[src/rtl/arbiter_puf_array.sv]
// Array of arbiter PUF chains with majority voting over repeated evaluations.
// Each chain races a launch pulse through a crossed mux-pair delay line. An
// arbiter flop decides which path arrived first. The result passes through a
// synchroniser, and per-chain counters accumulate the votes.
module arbiter_puf_array #(
    parameter int C_LENGTH   = 8,
    parameter int N_CHAINS   = 8,
    parameter int N_VOTES    = 5,
    parameter int SETTLE_CYC = 4
) (
    input  logic                clk,
    input  logic                rst,
    input  logic                req_valid,
    output logic                req_ready,
    input  logic [C_LENGTH-1:0] req_challenge,
    input  logic                test_en,
    input  logic [N_CHAINS-1:0] test_raw,
    output logic                resp_valid,
    input  logic                resp_ready,
    output logic [N_CHAINS-1:0] resp_data,
    output logic [N_CHAINS-1:0] resp_stable,
    output logic                busy
);

    localparam int CW = $clog2(N_VOTES + 1);
    localparam int SW = $clog2(SETTLE_CYC);
    localparam logic [CW-1:0] VOTES_ALL  = CW'(N_VOTES);
    localparam logic [CW-1:0] VOTES_HALF = CW'(N_VOTES / 2);
    localparam logic [SW-1:0] TMR_LAST   = SW'(SETTLE_CYC - 1);

    typedef enum logic [2:0] {
        S_IDLE, S_LAUNCH, S_SETTLE, S_SAMPLE, S_RELAX, S_DONE
    } state_t;

    state_t                state_q, state_d;
    logic                  pulse_q, pulse_d;
    logic [SW-1:0]         tmr_q, tmr_d;
    logic [CW-1:0]         votes_q, votes_d;
    logic [C_LENGTH-1:0]   chal_q, chal_d;
    logic                  test_q, test_d;
    logic [CW-1:0]         cnt_q [N_CHAINS];
    logic [CW-1:0]         cnt_d [N_CHAINS];
    logic [N_CHAINS-1:0]   data_q, data_d;
    logic [N_CHAINS-1:0]   stable_q, stable_d;
    logic [N_CHAINS-1:0]   sync1_q, sync1_d;
    logic [N_CHAINS-1:0]   sync2_q, sync2_d;
    logic [N_CHAINS-1:0]   arb_raw;
    logic [N_CHAINS-1:0]   raw_bits;
    logic [2*C_LENGTH-1:0] chal_dbl;

    assign chal_dbl = {chal_q, chal_q};

    // Delay chains. Each chain's select vector is the challenge rotated left by the chain index.
    for (genvar gi = 0; gi < N_CHAINS; gi++) begin : g_chain
        localparam int ROT = gi % C_LENGTH;
        logic [C_LENGTH-1:0] sel;
        logic [C_LENGTH:0]   path1;
        logic [C_LENGTH:0]   path2;
        logic                arb_q;

        assign sel      = chal_dbl[2*C_LENGTH-1-ROT -: C_LENGTH];
        assign path1[0] = pulse_q;
        assign path2[0] = pulse_q;

        for (genvar gj = 0; gj < C_LENGTH; gj++) begin : g_stage
            assign path1[gj+1] = sel[gj] ? path2[gj] : path1[gj];
            assign path2[gj+1] = sel[gj] ? path1[gj] : path2[gj];
        end

        // Arbiter flop: path 1 clocks it, path 2 is the data. It has no reset because its value is only used after a launch.
        always_ff @(posedge path1[C_LENGTH]) begin
            arb_q <= path2[C_LENGTH];
        end

        assign arb_raw[gi] = arb_q;
    end

    assign raw_bits    = test_q ? test_raw : sync2_q;
    assign req_ready   = (state_q == S_IDLE);
    assign resp_valid  = (state_q == S_DONE);
    assign busy        = (state_q != S_IDLE);
    assign resp_data   = data_q;
    assign resp_stable = stable_q;

    // Next-state logic for the sequencer, vote counters and response latches.
    always_comb begin
        state_d  = state_q;
        tmr_d    = tmr_q;
        votes_d  = votes_q;
        chal_d   = chal_q;
        test_d   = test_q;
        cnt_d    = cnt_q;
        data_d   = data_q;
        stable_d = stable_q;
        sync1_d  = arb_raw;
        sync2_d  = sync1_q;
        unique case (state_q)
            S_IDLE: begin
                if (req_valid) begin
                    state_d = S_LAUNCH;
                    chal_d  = req_challenge;
                    test_d  = test_en;
                    votes_d = '0;
                    for (int k = 0; k < N_CHAINS; k++) cnt_d[k] = '0;
                end
            end
            S_LAUNCH: begin
                state_d = S_SETTLE;
                tmr_d   = '0;
            end
            S_SETTLE: begin
                if (tmr_q == TMR_LAST) state_d = S_SAMPLE;
                else                   tmr_d   = tmr_q + 1'b1;
            end
            S_SAMPLE: begin
                state_d = S_RELAX;
                tmr_d   = '0;
                votes_d = votes_q + 1'b1;
                for (int k = 0; k < N_CHAINS; k++) cnt_d[k] = cnt_q[k] + CW'(raw_bits[k]);
            end
            S_RELAX: begin
                if (tmr_q == TMR_LAST) begin
                    if (votes_q < VOTES_ALL) begin
                        state_d = S_LAUNCH;
                    end else begin
                        state_d = S_DONE;
                        for (int k = 0; k < N_CHAINS; k++) begin
                            data_d[k]   = (cnt_q[k] > VOTES_HALF);
                            stable_d[k] = (cnt_q[k] == '0) || (cnt_q[k] == VOTES_ALL);
                        end
                    end
                end else begin
                    tmr_d = tmr_q + 1'b1;
                end
            end
            S_DONE: begin
                if (resp_ready) state_d = S_IDLE;
            end
            default: state_d = S_IDLE;
        endcase
        // The pulse is high from LAUNCH through SAMPLE. It comes from a flop, so it cannot glitch.
        pulse_d = (state_d == S_LAUNCH) || (state_d == S_SETTLE) || (state_d == S_SAMPLE);
    end

    // State registers with synchronous reset.
    always_ff @(posedge clk) begin
        if (rst) begin
            state_q  <= S_IDLE;
            pulse_q  <= 1'b0;
            tmr_q    <= '0;
            votes_q  <= '0;
            chal_q   <= '0;
            test_q   <= 1'b0;
            for (int k = 0; k < N_CHAINS; k++) cnt_q[k] <= '0;
            data_q   <= '0;
            stable_q <= '0;
            sync1_q  <= '0;
            sync2_q  <= '0;
        end else begin
            state_q  <= state_d;
            pulse_q  <= pulse_d;
            tmr_q    <= tmr_d;
            votes_q  <= votes_d;
            chal_q   <= chal_d;
            test_q   <= test_d;
            cnt_q    <= cnt_d;
            data_q   <= data_d;
            stable_q <= stable_d;
            sync1_q  <= sync1_d;
            sync2_q  <= sync2_d;
        end
    end

endmodule

[config.mk]
export PLATFORM = sky130hd
export DESIGN_NAME = arbiter_puf_array
export DESIGN_NICKNAME = d
export VERILOG_FILES = /design/src/rtl/arbiter_puf_array.sv
export SDC_FILE = /design/constraint.sdc
export NUM_CORES = 1
export LEC_CHECK = 0
export CORE_UTILIZATION = 57
export CTS_BUF_LIST = sky130_fd_sc_hd__clkbuf_8 sky130_fd_sc_hd__clkbuf_16
export DETAILED_ROUTE_END_ITERATION = 10
export MAX_ROUTING_LAYER = met4
export PLACE_DENSITY = 0.88
export RECOVER_POWER = 50
export SYNTH_ARGS = -nofsm -noshare
export SYNTH_HDL_FRONTEND = slang
export SYNTH_SLANG_ARGS = --single-unit
[constraint.sdc]
create_clock -name clk -period 3.18 [get_ports clk]
set_input_delay 0.477 -clock clk [delete_from_list [all_inputs] [get_ports clk]]
set_output_delay 0.477 -clock clk [all_outputs]
set_load 0.01 [all_outputs]
==> results.md, run 1 <==
* # IOs at 40
* Most used flip-flop cell after synthesis: dfxtp_1
* DRT Pass-1 Iters at 4
* Root buffer cell: clkbuf_8
* Largest net degree at the start of global routing at 26
* Resized cells post-CTS at 0
* GP Congestion at 0.726
* Post-synth EDFFs at 0
* Synth cell types at 32
* Pleak at 1.24 nW
* Routed length on met2 at 2310 µm
* Syn Std Cell Area at 2450 µm²
* # nets final at 338
* CP max FO at 25
* DRC viols at 0
* Max Cap Violations at 0
* Sequential share of the synthesized area at 0.434
* Asr flop ratio synth at 0
* Postcts setup bufs at 0
* Vias at 1935
* CP arrival at 2.52 ns
* Req. time, crit path at 3.32 ns
* Syn nets at 316
* Status: finished, final reports clean
* Cell breakdown of the critical path: dlygate4sd3_1, clkbuf_1, nor3_1
* Buf/Inv on CP at 2
* First-pass GRT wire length at 7730 µm
* CTS tree: built
* Endpoints left unconstrained at 1
* #FFs+latches synth at 53
* Initial antenna violation count at 0
* Synth cell count leaders: dfxtp_1 (53), nor2_1 (40), nand2_1 (36)
* Post-Route Setup TNS at 0 ns
* Post-route minimum period at 2.39 ns
* Clock transition at path regs at 0.09 ns
* Crit-path max cell delay at 0.96 ns
* RSZ-0062 raised after global routing: no
* Cell taking the most area after synthesis: dfxtp_1
* Die width at 67.5 µm
* Final Hold Fails at 0
* Top cell type's share of synthesized area at 0.434
* Met3 WL at 126 µm
* Die extent in y at 67.5 µm
* Clock Skews at 0.00231 ns
* VDD IR-drop max at 346 µV
* Vias in the first global route at 1726
* Synthesis Warnings at 0
* Die ar. at 4560 µm²
* DR WL/cell at 13.6 µm
* Max Freq at 419 MHz
* Fin. max-slew vios at 0
* Slew @ Worst Pin at 1.12 ns
* Share of layout cells above drive strength 1 at 0.0302
* CP max-delay cell: dlygate4sd3_1
* Starting Density at 0.603
* Type of element capturing the critical path: register
* Startpoint Class: input port
* Mapped Avg Cell Area at 8.86 µm²
* Port Buffers at 31
* CTS Buf Count at 5
* DP HPWL at 3140 µm
* Max-slew headroom at 0.255
* H-tree level count at 2
* Cell count after synthesis at 276
* Power per cell area at 409 nW/µm²
* GRT overflow at 0
* Met1 Routed Length at 2150 µm
* Vias per cell at 5.56
* Total Routed Length at 4720 µm
* All-Layer GR Usage at 0.241
* Worst hold path class: register to register
* Syn-to-layout area delta at 14.9%
* Register pins left without a clock at 1
* Post-cts hold buffer count at 0
* Max Buffers Root-to-Sink at 2
* Antenna Nets Post-Route at 0
* Ant diodes at 0
* Count leader, synth: dfxtp_1
* Ranking of synthesized cells by area: dfxtp_1 (43%), ha_1 (9.7%), nor2_1 (6.1%)
* Violation count after the first detailed-route iteration at 141
* CP top delay family: buffers and inverters
* Clock latency at the later pin of the worst-skew pair at 0.30 ns
* Final Setup Violations at 0
* Setup CP Type: input port to register
* Top Layer Used: met4
* Pwr Total at 0.00115 W
* Row Count at 23
* Crit share post-route at 0.750
* Area of the core at 4060 µm²
-- cells in the final DEF (no fill, tap or decap) --
master and instances:
and3b_1 1, o211ai_1 1, nor4b_1 1, inv_1 3, a21oi_1 15, or3b_1 2, a211oi_1 9, nor3_1 12
dfxtp_1 53, o21ai_0 3, a21o_1 1, or3_1 8, a2111oi_0 1, clkinv_2 1, nor2b_1 3, clkdlybuf4s50_1 13
a22oi_1 17, mux2i_1 2, clkbuf_8 5, ha_1 19, nand3_1 2, o21a_1 3, buf_4 2, xnor2_1 1
nand2_1 36, xor2_1 17, nor3b_4 1, and3_1 1, o31a_1 1, nor2_1 40, dlygate4sd3_1 18, nor3b_1 1
clkbuf_1 1, nand2b_1 4
-- registers in the layout, summed over array words and instances (netlist names) --
signal / cells
state_q: 3
resp_data: 8
resp_stable: 8
g_chain.arb_q: 1
pulse_q: 1
cnt_q: 24
sync1_q: 1
sync2_q: 1
votes_q: 3
tmr_q: 2
test_q: 1
-- power breakdown --
group / leakage (nW) / total, W / switching (W) / internal, W
clock: 0.0452 / 0.000355 / 0.000208 / 0.000147
combinational: 0.766 / 0.000109 / 0.0000598 / 0.0000489
sequential: 0.428 / 0.000686 / 0.0000214 / 0.000665
total: 1.24 / 0.00115 / 0.000289 / 0.000861
-- worst reg2reg max path: stages (launching register included) --
cell	delay, ns
dfxtp_1	0.63
nor3b_4	0.29
nand3_1	0.61
or3_1	0.60
a21oi_1	0.15
-- final timing paths --
path	start	endpoint	slack, ns	depth (start not counted)
setup / recovery	rst	resp_data[2]	0.79	3
hold / removal	resp_stable[7]	resp_stable[7]	0.45	2
setup reg to reg	state_q[2]	resp_stable[6]	0.83	4
hold reg to reg	resp_stable[7]	resp_stable[7]	0.45	2
-- kinds of logic after synthesis --
logic type,synth area share
mux,0.00818
fa+ha+maj,0.0972
flops,0.434
xor+xnor,0.0644
simple gates,0.213
compound gates,0.142
buf+inv,0.0414
-- cell type report --
| cell class | instances | area [µm²] |
|---|---|---|
| clock buffer | 5 | 68.8 |
| clock inverter | 2 | 8.76 |
| fill | 323 | 1250 |
| inverter | 2 | 7.51 |
| multi-input combinational | 202 | 1270 |
| sequential | 53 | 1060 |
| tap | 50 | 62.6 |
| timing repair buffer | 34 | 329 |
-- per-layer routing --
layer | GRT usage | vias up
met5 | - | -
met1 | 0.277 | 907
met2 | 0.390 | 29
met3 | 0.0524 | 12
met4 | 0.130 | 0
li1 | - | 987
-- metrics by stage --
stage          instance area [µm²]  setup WS [ns]  hold slack, ns  instances   util
5_1_grt                       2810          0.600           0.465        348  0.693
3_3_place_gp                  2750          0.957           0.425        341  0.677
2_1_floorplan                 2450           1.48           0.414        276      -
4_1_cts                       2830          0.859           0.453        348  0.696
6_report                      2810          0.795           0.449        348  0.693
3_5_place_dp                  2750          0.883           0.427        341  0.677
Note: power is estimated with default switching activity, not from simulation.
==> run 2: changes to the inputs <==
Settings changed: CORE_UTILIZATION 57 to 48, PLACE_DENSITY 0.88 to 0.8.
Clock period 3.18 ns to 2 ns, I/O delays scaled along.
==> results.md, run 2 (synthesis gave the netlist of run 1 again) <==
* Status: finished, final reports clean (unchanged)
* H-tree level count at 2 (unchanged)
* Starting Density at 0.508 (was 0.603)
* Met3 WL at 242 µm (was 126 µm)
* Die extent in y at 73.4 µm (was 67.5 µm)
* GP Congestion at 0.790 (was 0.726)
* Max Freq at 529 MHz
* Type of element capturing the critical path: output port (was register)
* Startpoint Class: register (was input port)
* DRT Pass-1 Iters at 5 (was 4)
* Met1 Routed Length at 2070 µm (was 2150 µm)
* Final Non-Filler Cells at 372 (was 348)
* All-Layer GR Usage at 0.196 (was 0.241)
* Worst slack at placement at 0.123 ns (was 0.883 ns)
* Hold Path Cell Cnt at 2 (unchanged)
* # nets final at 344 (was 338)
* Antenna Nets Post-Route at 0 (unchanged)
* Crit-path max cell delay at 0.60 ns (was 0.96 ns)
* Pleak at 1.27 nW (was 1.24 nW)
* CTS Buf Count at 5 (unchanged)
* CP arrival at 1.59 ns (was 2.52 ns)
* Worst r2r path cells at 6 (was 4)
* Port Buffers at 31 (unchanged)
* Hold Crit Start: resp_stable[5] (was resp_stable[7])
* CP top delay family: buffers and inverters (unchanged)
* Setup CP Type: register to output port (was input port to register)
* Hold Path Sink: resp_stable[5] (was resp_stable[7])
* CP max FO at 10 (was 25)
* Placed Cells at 364 (was 341)
* Leading cell type in the layout, fill and taps excluded: dfxtp_1 (unchanged)
* Final Hold Fails at 0 (unchanged)
* VDD IR-drop max at 493 µV (was 346 µV)
* Power per cell area at 648 nW/µm² (was 409 nW/µm²)
* Largest Register: cnt_q (unchanged)
* Worst setup margin at 0.109 ns (was 0.795 ns)
* Fin. max-slew vios at 0 (unchanged)
* Total Routed Length at 4580 µm (was 4720 µm)
* Max-slew headroom at 0.497 (was 0.255)
* Vias in the first global route at 1812 (was 1726)
* Crit share post-route at 0.946
* Max Cap Violations at 0 (unchanged)
* Vias per cell at 5.28 (was 5.56)
* GRT overflow at 0 (unchanged)
* Critical R2R Launch: state_q[1] (was state_q[2])
* Placed cell areas at 2830 µm² (was 2750 µm²)
* Cell breakdown of the critical path: nor3_2, clkdlybuf4s50_1 (was dlygate4sd3_1, clkbuf_1, nor3_1)
* Max FFs per register at 24 (unchanged)
* DR WL/cell at 12.3 µm (was 13.6 µm)
* Register pins left without a clock at 1 (unchanged)
* Violation count after the first detailed-route iteration at 157 (was 141)
* Slew @ Worst Pin at 0.754 ns (was 1.12 ns)
* Buf/Inv on CP at 1 (was 2)
* Routed length on met2 at 2250 µm (was 2310 µm)
* Final Setup Violations at 0 (unchanged)
* Final instance area at 2900 µm² (was 2810 µm²)
* Endpoints left unconstrained at 1 (unchanged)
* Final core occ at 0.603 (was 0.693)
* Max Buffers Root-to-Sink at 2 (unchanged)
* Crit path launch: state_q[1] (was rst)
* DRC viols at 0 (unchanged)
* Die ar. at 5390 µm² (was 4560 µm²)
* Ant diodes at 0 (unchanged)
* Clock latency at the later pin of the worst-skew pair at 0.29 ns (was 0.30 ns)
* Area of the core at 4820 µm² (was 4060 µm²)
* Reg2Reg Setup Slack at 0.18 ns (was 0.83 ns)
* DP HPWL at 3080 µm (was 3140 µm)
* # IOs at 40 (unchanged)
* Clock Skews at 0.00500 ns (was 0.00231 ns)
* Clock transition at path regs at 0.09 ns (about the same)
* Largest net degree at the start of global routing at 39 (was 26)
* CTS tree: built (unchanged)
* FF-to-FF End: resp_stable[0] (was resp_stable[6])
* Worst hold path class: register to register (unchanged)
* Post-cts hold buffer count at 0 (unchanged)
* Most frequent cells in the layout: dfxtp_1 (51), nor2_1 (40), nand2_1 (36) (was dfxtp_1 (53), nor2_1 (40), nand2_1 (36))
* Syn-to-layout area delta at 18.7% (was 14.9%)
* First-pass GRT wire length at 7920 µm (was 7730 µm)
* Row Count at 25 (was 23)
* Initial antenna violation count at 0 (unchanged)
* RSZ-0062 raised after global routing: no (unchanged)
* Root buffer cell: clkbuf_8 (unchanged)
* Req. time, crit path at 1.70 ns (was 3.32 ns)
* Share of layout cells above drive strength 1 at 0.0656 (was 0.0302)
* Vias at 1964 (was 1935)
* Top Layer Used: met4 (unchanged)
* CP max-delay cell: clkdlybuf4s50_1 (was dlygate4sd3_1)
* Post-Route Setup TNS at 0 ns (unchanged)
* Die width at 73.4 µm (was 67.5 µm)
* Post-route minimum period at 1.89 ns
==> run 2: worst register-to-register path, cell delays in order, from the launching register on <==
cell      delay (ns)
dfxtp_1         0.42
clkbuf_1        0.23
nor3b_4         0.26
nand3_2         0.09
buf_4           0.22
or3_1           0.38
a21oi_1         0.15
==> run 2: stage by stage <==
step	hold WS, ns	total power, W
final	0.448	0.00188
after detailed placement	0.428	0.00131
after global routing	0.474	0.00196
after CTS	0.454	0.00192
after floorplan	0.414	0.00123
after global placement	0.428	0.00131
==> run 2: report_power, final <==
group / total (W) / switching, W / internal [W]
sequential: 0.00108 / 0.0000248 / 0.00106
combinational: 0.000197 / 0.000109 / 0.0000880
clock: 0.000601 / 0.000325 / 0.000277
==> run 2: layout make-up <==
cell class	count	area [µm²]
Fill cell	451	1910
Multi-Input combinational cell	202	1290
Sequential cell	53	1060
Timing Repair Buffer	40	365
Tap cell	67	83.8
Clock buffer	6	82.6
Clock inverter	2	11.3
Inverter	2	7.51
==> run 2: layer usage <==
metal,vias to the layer above,GRT usage
li1,1002,-
met1,919,0.234
met2,41,0.343
met3,2,0.0288
met4,0,0.0577
met5,-,-
==> run 2: timing repair <==
item,in CTS,in global routing
pin swaps,0,0
setup endpoints to repair,3,1
buffers inserted,0,0
endpoints found under the hold margin,0,0
resized for setup,2,1
==> run 2: worst max-delay path by stage <==
stage | end | slack (ns) | cells after the start
2_1_floorplan | cnt_q[10] | 0.30 | 8
3_3_place_gp | cnt_q[10] | 0.13 | 6
3_5_place_dp | votes_q[1] | 0.12 | 6
4_1_cts | resp_valid | 0.07 | 3
5_1_grt | req_ready | 0.03 | 2
6_report | req_ready | 0.11 | 2
